[config.mk]
export PLATFORM = sky130hd
export DESIGN_NAME = l2_responder
export DESIGN_NICKNAME = d
export VERILOG_FILES = /design/src/rtl/my_struct_package.sv /design/src/rtl/l2_req_fifo.sv /design/src/rtl/l2_responder.sv
export SDC_FILE = /design/constraint.sdc
export NUM_CORES = 1
export LEC_CHECK = 0
export CAP_MARGIN = 20
export CORE_UTILIZATION = 35
export DETAILED_ROUTE_END_ITERATION = 10
export GPL_TIMING_DRIVEN = 0
export HOLD_SLACK_MARGIN = 0.15
export SLEW_MARGIN = 10
export SYNTH_ARGS = -nofsm -noshare
export SYNTH_HDL_FRONTEND = slang
export SYNTH_SLANG_ARGS = --single-unit
[constraint.sdc]
create_clock -name clk -period 6.4 [get_ports clk]
set_clock_uncertainty 0.1 [all_clocks]
set_input_delay 0.64 -clock clk [delete_from_list [all_inputs] [get_ports clk]]
set_output_delay 0.64 -clock clk [all_outputs]
set_load 0.005 [all_outputs]
[src/rtl/my_struct_package.sv]
// rtl/my_struct_package.sv - shared L2 request/response types and snoop decode
package my_struct_package;

  typedef enum logic [1:0] {
    L2_READ   = 2'd0,
    L2_WRITE  = 2'd1,
    L2_RFO    = 2'd2,
    L2_RETURN = 2'd3
  } l2_op_t;

  typedef enum logic [1:0] {
    HIT   = 2'd0,
    HITM  = 2'd1,
    NOHIT = 2'd2
  } snoop_result_t;

  typedef enum logic [1:0] {
    ST_IDLE = 2'd0,
    ST_WAIT = 2'd1,
    ST_RESP = 2'd2
  } l2_state_t;

  localparam int REQ_W = 34;

  // Snoop outcome is modelled from the low line-address bits.
  function automatic snoop_result_t snoop_of(input logic [1:0] lo);
    if (lo[1]) return NOHIT;
    else if (lo[0]) return HITM;
    else return HIT;
  endfunction

endpackage

[src/rtl/l2_req_fifo.sv]
// rtl/l2_req_fifo.sv - request queue, DEPTH entries of {op, addr}, head visible combinationally
module l2_req_fifo #(
  parameter int DEPTH = 4,
  parameter int WIDTH = 34
) (
  input  logic             clk,
  input  logic             rst,
  input  logic             push,
  input  logic [WIDTH-1:0] push_data,
  input  logic             pop,
  output logic [WIDTH-1:0] pop_data,
  output logic             full,
  output logic             empty
);

  localparam int AW = $clog2(DEPTH);

  logic [WIDTH-1:0] mem [DEPTH];
  logic [AW:0]      wr_ptr;
  logic [AW:0]      rd_ptr;
  logic             do_push;
  logic             do_pop;

  // Extra pointer bit separates full from empty when the index bits match.
  assign full     = (wr_ptr[AW] != rd_ptr[AW]) && (wr_ptr[AW-1:0] == rd_ptr[AW-1:0]);
  assign empty    = (wr_ptr == rd_ptr);
  assign do_push  = push && !full;
  assign do_pop   = pop && !empty;
  assign pop_data = mem[rd_ptr[AW-1:0]];

  always_ff @(posedge clk or posedge rst) begin
    if (rst) begin
      wr_ptr <= '0;
      rd_ptr <= '0;
    end else begin
      if (do_push) wr_ptr <= wr_ptr + 1'b1;
      if (do_pop)  rd_ptr <= rd_ptr + 1'b1;
    end
  end

  always_ff @(posedge clk) begin
    if (do_push) mem[wr_ptr[AW-1:0]] <= push_data;
  end

endmodule

[src/rtl/l2_responder.sv]
// rtl/l2_responder.sv - queued L2 responder with fixed access latency; L2_RESP_TRACE_EN adds response trace
module l2_responder
  import my_struct_package::*;
#(
  parameter int DEPTH   = 4,
  parameter int LATENCY = 3
) (
  input  logic        clk,
  input  logic        rst,
  input  logic        req_valid,
  output logic        req_ready,
  input  logic [1:0]  req_op,
  input  logic [31:0] req_addr,
  output logic        rsp_valid,
  input  logic        rsp_ready,
  output logic [1:0]  rsp_op,
  output logic [31:0] rsp_addr,
  output logic [1:0]  rsp_snoop,
  output logic [31:0] read_count,
  output logic [31:0] write_count
);

  localparam int CW = (LATENCY > 1) ? $clog2(LATENCY) : 1;

  l2_state_t        state;
  logic [CW-1:0]    cnt;
  logic             full;
  logic             empty;
  logic             push;
  logic             pop;
  logic [REQ_W-1:0] head;
  l2_op_t           op_in;

  assign op_in     = l2_op_t'(req_op);
  assign req_ready = !full;
  assign push      = req_valid && !full;
  assign pop       = (state == ST_IDLE) && !empty;

  l2_req_fifo #(.DEPTH(DEPTH), .WIDTH(REQ_W)) u_fifo (
    .clk       (clk),
    .rst       (rst),
    .push      (push),
    .push_data ({req_op, req_addr}),
    .pop       (pop),
    .pop_data  (head),
    .full      (full),
    .empty     (empty)
  );

  // Popped request lands directly in the response registers and stays there until handshake.
  always_ff @(posedge clk or posedge rst) begin
    if (rst) begin
      state     <= ST_IDLE;
      cnt       <= '0;
      rsp_valid <= 1'b0;
      rsp_op    <= 2'd0;
      rsp_addr  <= 32'd0;
      rsp_snoop <= HIT;
    end else begin
      case (state)
        ST_IDLE: if (!empty) begin
          rsp_op    <= head[33:32];
          rsp_addr  <= head[31:0];
          rsp_snoop <= snoop_of(head[1:0]);
          cnt       <= CW'(LATENCY - 1);
          state     <= ST_WAIT;
        end
        ST_WAIT: if (cnt == '0) begin
          rsp_valid <= 1'b1;
          state     <= ST_RESP;
        end else begin
          cnt <= cnt - 1'b1;
        end
        ST_RESP: if (rsp_ready) begin
          rsp_valid <= 1'b0;
          state     <= ST_IDLE;
        end
        default: state <= ST_IDLE;
      endcase
    end
  end

  always_ff @(posedge clk or posedge rst) begin
    if (rst) begin
      read_count  <= 32'd0;
      write_count <= 32'd0;
    end else if (push) begin
      if (op_in == L2_READ || op_in == L2_RFO) begin
        if (read_count != 32'hFFFF_FFFF) read_count <= read_count + 32'd1;
      end else begin
        if (write_count != 32'hFFFF_FFFF) write_count <= write_count + 32'd1;
      end
    end
  end

`ifdef L2_RESP_TRACE_EN
  always_ff @(posedge clk) begin
    if (!rst && rsp_valid && rsp_ready) begin
      case (l2_op_t'(rsp_op))
        L2_READ:  $display("Read from L2 <%h>", rsp_addr);
        L2_WRITE: $display("Write to L2 <%h>", rsp_addr);
        L2_RFO:   $display("RFO from L2 <%h>", rsp_addr);
        default:  $display("Return data to L2 <%h>", rsp_addr);
      endcase
    end
  end
`else
`endif

endmodule

## Word level (Yosys, flattened, before mapping)

Memory sizes are Yosys's and may differ from the RTL's.
Cells that the tools add are included.

- Logic and storage cells: 63
- Input port bits: 38
- Output and inout port bits: 102
- Bits in registers: 111
- Memories: 1
- Memory bits (writable): 136

- Equality and inequality tests: 12
- $add $sub $neg: 5
- Reductions and logical operators: 19
- Bitwise logic cells: 2
- Multiplexer cells: 14

Memory list:

| memory | depth | bits a word | read ports | clocked after Yosys merged registers in | write ports | line | text |
|---|---|---|---|---|---|---|---|
| u_fifo.mem | 4 | 34 | 1 | 0 | 1 | l2_req_fifo.sv:18 | `logic [WIDTH-1:0] mem [DEPTH];` |

Operators with widths:

| kind | count |
|---|---|
| $add A32 B1 Y32 const B | 2 |
| $ne A32 B32 Y1 const B | 2 |
| $reduce_and A3 Y1 | 5 |
| $mux W2 | 6 |
| $ne A2 B2 Y1 const B | 4 |
| $add A3 B1 Y3 const B | 2 |
| $logic_not A2 Y1 | 3 |
| $pmux W2 S3 | 1 |
| $logic_and A1 B1 Y1 | 5 |
| $mux W1 | 5 |
| $eq A2 B2 Y1 const B | 2 |
| $pmux W2 S2 | 1 |
| $reduce_bool A2 Y1 | 2 |
| $eq A3 B3 Y1 | 1 |
| $eq A2 B1 Y1 const B | 1 |
| $eq A2 B2 Y1 | 1 |
| $logic_not A1 Y1 | 2 |
| $not A1 Y1 | 2 |
| $pmux W1 S2 | 1 |
| $reduce_and A2 Y1 | 1 |
| $sub A2 B1 Y2 const B | 1 |
| $logic_or A1 B1 Y1 | 1 |
| $ne A1 B1 Y1 | 1 |

## Logic depth before layout (Yosys ltp)

- Depth after elaboration: 7
- Mapped depth: 8
- Mapped depth without buffers: 7

## By module

Synthesis repeated with hierarchy kept, for this count alone.

- Cells, all modules: 635
- Area, all modules: 10171.0 um^2

Modules (own cells, without submodules):

| module | times used | cells each | area each (um^2) |
|---|---|---|---|
| l2_req_fifo | 1 | 227 | 5434.0 |
| l2_responder | 1 | 408 | 4737.0 |

## Worst setup path after synthesis

OpenSTA, ideal clock, no wires.

- Path type: reg2reg
- Start: register u_fifo.rd_ptr[0]
- End: memory u_fifo.mem[3][0] (enable)
- Clock period less this slack: 2.423 ns
- Data required time: 5.904 ns
- Library setup time: 0.396 ns
- Buffers on the path: 1
- Stages on the path, launching flop included: 5
- Data arrival time: 1.927 ns
- Path slack: 3.977 ns
- Path through: dfrtp_1 -> buf_2 -> xor2_1 -> or3_1 -> and3_1

- Word-level cells in the longest chain between the ends: 7

RTL lines:

| item | line | text |
|---|---|---|
| start, declared | l2_req_fifo.sv:20 | `logic [AW:0] rd_ptr;` |
| start signal, assigned | l2_req_fifo.sv:37 | `if (do_pop) rd_ptr <= rd_ptr + 1'b1;` |
| $eq A2 B2 Y1 * | l2_req_fifo.sv:25 | `assign full = (wr_ptr[AW] != rd_ptr[AW]) && (wr_ptr[AW-1:0] == rd_ptr[AW-1:0]);` |
| $logic_and A1 B1 Y1 * | l2_req_fifo.sv:25 |  |
| $logic_not A1 Y1 * | n/a |  |
| named net req_ready | l2_responder.sv:11 | `output logic req_ready,` |
| $logic_and A1 B1 Y1 | l2_responder.sv:36 | `assign push = req_valid && !full;` |
| $logic_and A1 B1 Y1 * | l2_req_fifo.sv:27 | `assign do_push = push && !full;` |
| $mux W1 * | l2_req_fifo.sv:42 | `if (do_push) mem[wr_ptr[AW-1:0]] <= push_data;` |
| $mux W1 (not written as such) * | l2_req_fifo.sv:42 |  |
| end, declared | l2_req_fifo.sv:18 |  |

The timed path passes the listed nets; every way through them passes the cells marked *.

## Final worst setup path

- Start: register u_fifo.rd_ptr[1]
- End: output req_ready

- Word-level cells in the longest chain between the ends: 3

RTL lines:

| item | line | text |
|---|---|---|
| $eq A2 B2 Y1 | l2_req_fifo.sv:25 |  |
| $logic_and A1 B1 Y1 | l2_req_fifo.sv:25 |  |
| $logic_not A1 Y1 | l2_responder.sv:35 | `assign req_ready = !full;` |
| end, declared | l2_responder.sv:11 |  |

Every way passes these cells.

==> flow_metrics.env <==
export IMPL_wire_per_inst_um=17.2
export IMPL_viasPerCell=4.71
export IMPL_mostFrequentLayoutCell="clkdlybuf4s50_1"
export IMPL_drt_iter0_drc=407
export IMPL_multi_input_comb_area_mm2=0.00280
export IMPL_gp_congestion=0.744
export IMPL_cp_max_fo=9
export IMPL_layoutNonFillerInstCount=1163
export IMPL_arrival_ns=2.27
export IMPL_status="finished clean"
export IMPL_switching_share=0.282
export IMPL_clk_latency_ns=0.55
export IMPL_post_route_util=0.465
export IMPL_finalPower_uw=5290
export IMPL_async_reset_ff_frac=0.447
export IMPL_cts_tree="yes"
export IMPL_die_w_um=169
export IMPL_seq_area_mm2=0.00684
export IMPL_finalCritPeriodShare=0.470
export IMPL_ir_worst_vdd_mv=0.257
export IMPL_grt_pass1_wl_um=31700
export IMPL_die_h_um=169
export IMPL_avgSynthCellArea_um2=16.4
export IMPL_setup_viol=0
export IMPL_die_area_mm2=0.0286
export IMPL_final_cell_mix="139 x clkdlybuf4s50_1, 136 x edfxtp_1, 110 x dfrtp_1, 41 x xnor2_1, 37 x mux2_2"
export IMPL_p_per_area_mw_per_mm2=419
export IMPL_netlist_top_cells_area="edfxtp_1 42%, dfrtp_1 28%, mux4_2 7.8%"
export IMPL_cts_sinks=246
export IMPL_antenna_cells=0
export IMPL_path_clk_slew_ns=0.06
export IMPL_cts_buffers=28
export IMPL_drt_wl_total_um=20000
export IMPL_pwr_share_seq=0.427
export IMPL_fmax_mhz=333
export IMPL_ant_nets=0
export IMPL_setup_tns_ns=0
export IMPL_synth_cells=595
export IMPL_internal_power_uw=3800
export IMPL_hp_class="in -> async"
export IMPL_overflow=0
export IMPL_cts_hold_fix_buffers=0
export IMPL_hpwlAfterDp_um=13300
export IMPL_final_nets=815
export IMPL_drv_cap=0
export IMPL_grt_usage=0.143
export IMPL_remaining_drc_errors=0
export IMPL_antenna_found_initial=0
export IMPL_syn_cell_area_mm2=0.00978
export IMPL_synth_edf_count=136
export IMPL_start_util=0.360
export IMPL_grt_max_degree=82
export IMPL_drtPass1Iterations=4
export IMPL_ys_ff_latch=246
export IMPL_max_clock_path_buffers=3
export IMPL_port_buffers=139
export IMPL_root_buffer="clkbuf_16"
export IMPL_cts_setup_buffers=0
export IMPL_synth_top_area_frac=0.418
export IMPL_vias=5481
export IMPL_worst_pin_slew_ns=0.929
export IMPL_p_leak_uw=0.00473
export IMPL_yosys_warnings=0
export IMPL_core_area_mm2=0.0272
export IMPL_placementRows=60
export IMPL_maxSlewHeadroom=0.381
export IMPL_dpl_cell_count=1111
export IMPL_yosysTopAreaCell="edfxtp_1"
export IMPL_crit_required_ns=5.66
export IMPL_fin_crit_ns=3.01
export IMPL_grt_pass1_vias=5617
export IMPL_cts_max_level=1
export IMPL_finalMaxSlewViolations=0
export IMPL_io_pins=140
export IMPL_p_clk_frac=0.285
export IMPL_synthesis_nets=641
export IMPL_place_ws_ns=3.31
export IMPL_drive_gt1_frac=0.180
export IMPL_crit_type="reg -> out"
export IMPL_rsz0062_at_grt="false"
export IMPL_startpoint_type="flop"
export IMPL_area_growth_pct=29.2
export IMPL_cts_repair_resized=0
export IMPL_combPwrFrac=0.288
export IMPL_setup_ws_ns=3.39
export IMPL_synthDistinctLibCells=45
export IMPL_end_kind="output port"
export IMPL_switchingPower_uw=1490
export IMPL_yosysSeqAreaShare=0.699
export IMPL_fillers=2401
export IMPL_hold_violations=0
export IMPL_synth_ff_type="edfxtp_1"
==> critical path, cell delays in order (launching register included) <==
cell             delay [ns]
dfrtp_1                0.37
buf_2                  0.20
xor2_1                 0.20
or3_1                  0.44
clkdlybuf4s50_1        0.50
==> synth_stat cells, types with 3 or more instances <==
master / count
and4_1: 5
nand2_1: 29
clkbuf_1: 5
edfxtp_1: 136
and3_1: 11
buf_2: 6
a21oi_1: 3
nor4_1: 3
nand3_1: 26
dfrtp_1: 110
inv_1: 18
o21ai_0: 5
xnor2_1: 41
nor3_1: 14
ha_1: 8
xor2_1: 26
nor2_1: 31
mux2_2: 37
mux4_2: 34
or3_1: 3
nand4_1: 15
==> per-layer routing <==
metal,vias up,track usage,routed length (um),part of all wire
li1,2583,-,-,-
met1,2723,0.186,8640,0.43
met3,34,0.0427,1430,0.072
met4,0,0.0392,489,0.024
met2,141,0.231,9410,0.47
met5,-,0,0,0
==> worst paths after layout <==
path,start,end,slack [ns],cells past startpoint
hold / removal,rst,rsp_addr[27],0.35,2
setup reg to reg,u_fifo.rd_ptr[0],rsp_addr[30],3.78,7
hold reg to reg,rsp_snoop[0],rsp_snoop[0],0.39,2
setup / recovery,u_fifo.rd_ptr[1],req_ready,3.39,4
min in group clk,rsp_snoop[0],rsp_snoop[0],0.39,2
max in group asynchronous,rst,write_count[21],5.12,3
==> sequential cells by signal, indices dropped and copies added, names as in the netlist <==
signal         flops
rsp_snoop          1
u_fifo.mem       136
read_count        32
rsp_addr          32
rsp_valid          1
rsp_op             2
u_fifo.wr_ptr      3
u_fifo.rd_ptr      3
state              2
cnt                2
write_count       32
==> final cells by class <==
class | count | share of cell area
Clock buffer | 34 | 0.0588
Multi-Input combinational cell | 316 | 0.222
Sequential cell | 246 | 0.541
Inverter | 18 | 0.00574
Clock inverter | 18 | 0.0110
Timing Repair Buffer | 144 | 0.119
Buffer | 15 | 0.00594
Tap cell | 372 | 0.0368
==> per-stage QoR <==
stage / instance area [um^2] / hold slack (ns)
5_1_grt: 12600 / 0.371
2_1_floorplan: 9780 / 0.362
3_3_place_gp: 11600 / 0.366
3_5_place_dp: 11800 / 0.378
6_report: 12600 / 0.348
4_1_cts: 12600 / 0.350
==> logic make-up (layout without fill, tap and decap cells) <==
kind of cell | count (synthesis) | after routing | share of synthesized area
flip-flops | 246 | 246 | 0.699
XOR/XNOR | 67 | 67 | 0.0600
AO/OA/AOI/OAI | 17 | 17 | 0.0116
multiplexers | 71 | 71 | 0.121
buffers and inverters | 33 | 229 | 0.0146
adder cells (fa/ha/maj) | 8 | 8 | 0.0102
AND/OR/NAND/NOR | 153 | 153 | 0.0833
==> power groups by stage <==
stage | clock [uW] | sequential [uW] | combinational (uW)
after CTS | 1550 | 2260 | 1580
after detailed placement | 0 | 2290 | 1570
final | 1510 | 2260 | 1530
after global placement | 0 | 2300 | 1510
after global routing | 1610 | 2300 | 1690
after floorplan | 0 | 2270 | 896
Note: power is estimated with default switching activity, not from simulation.
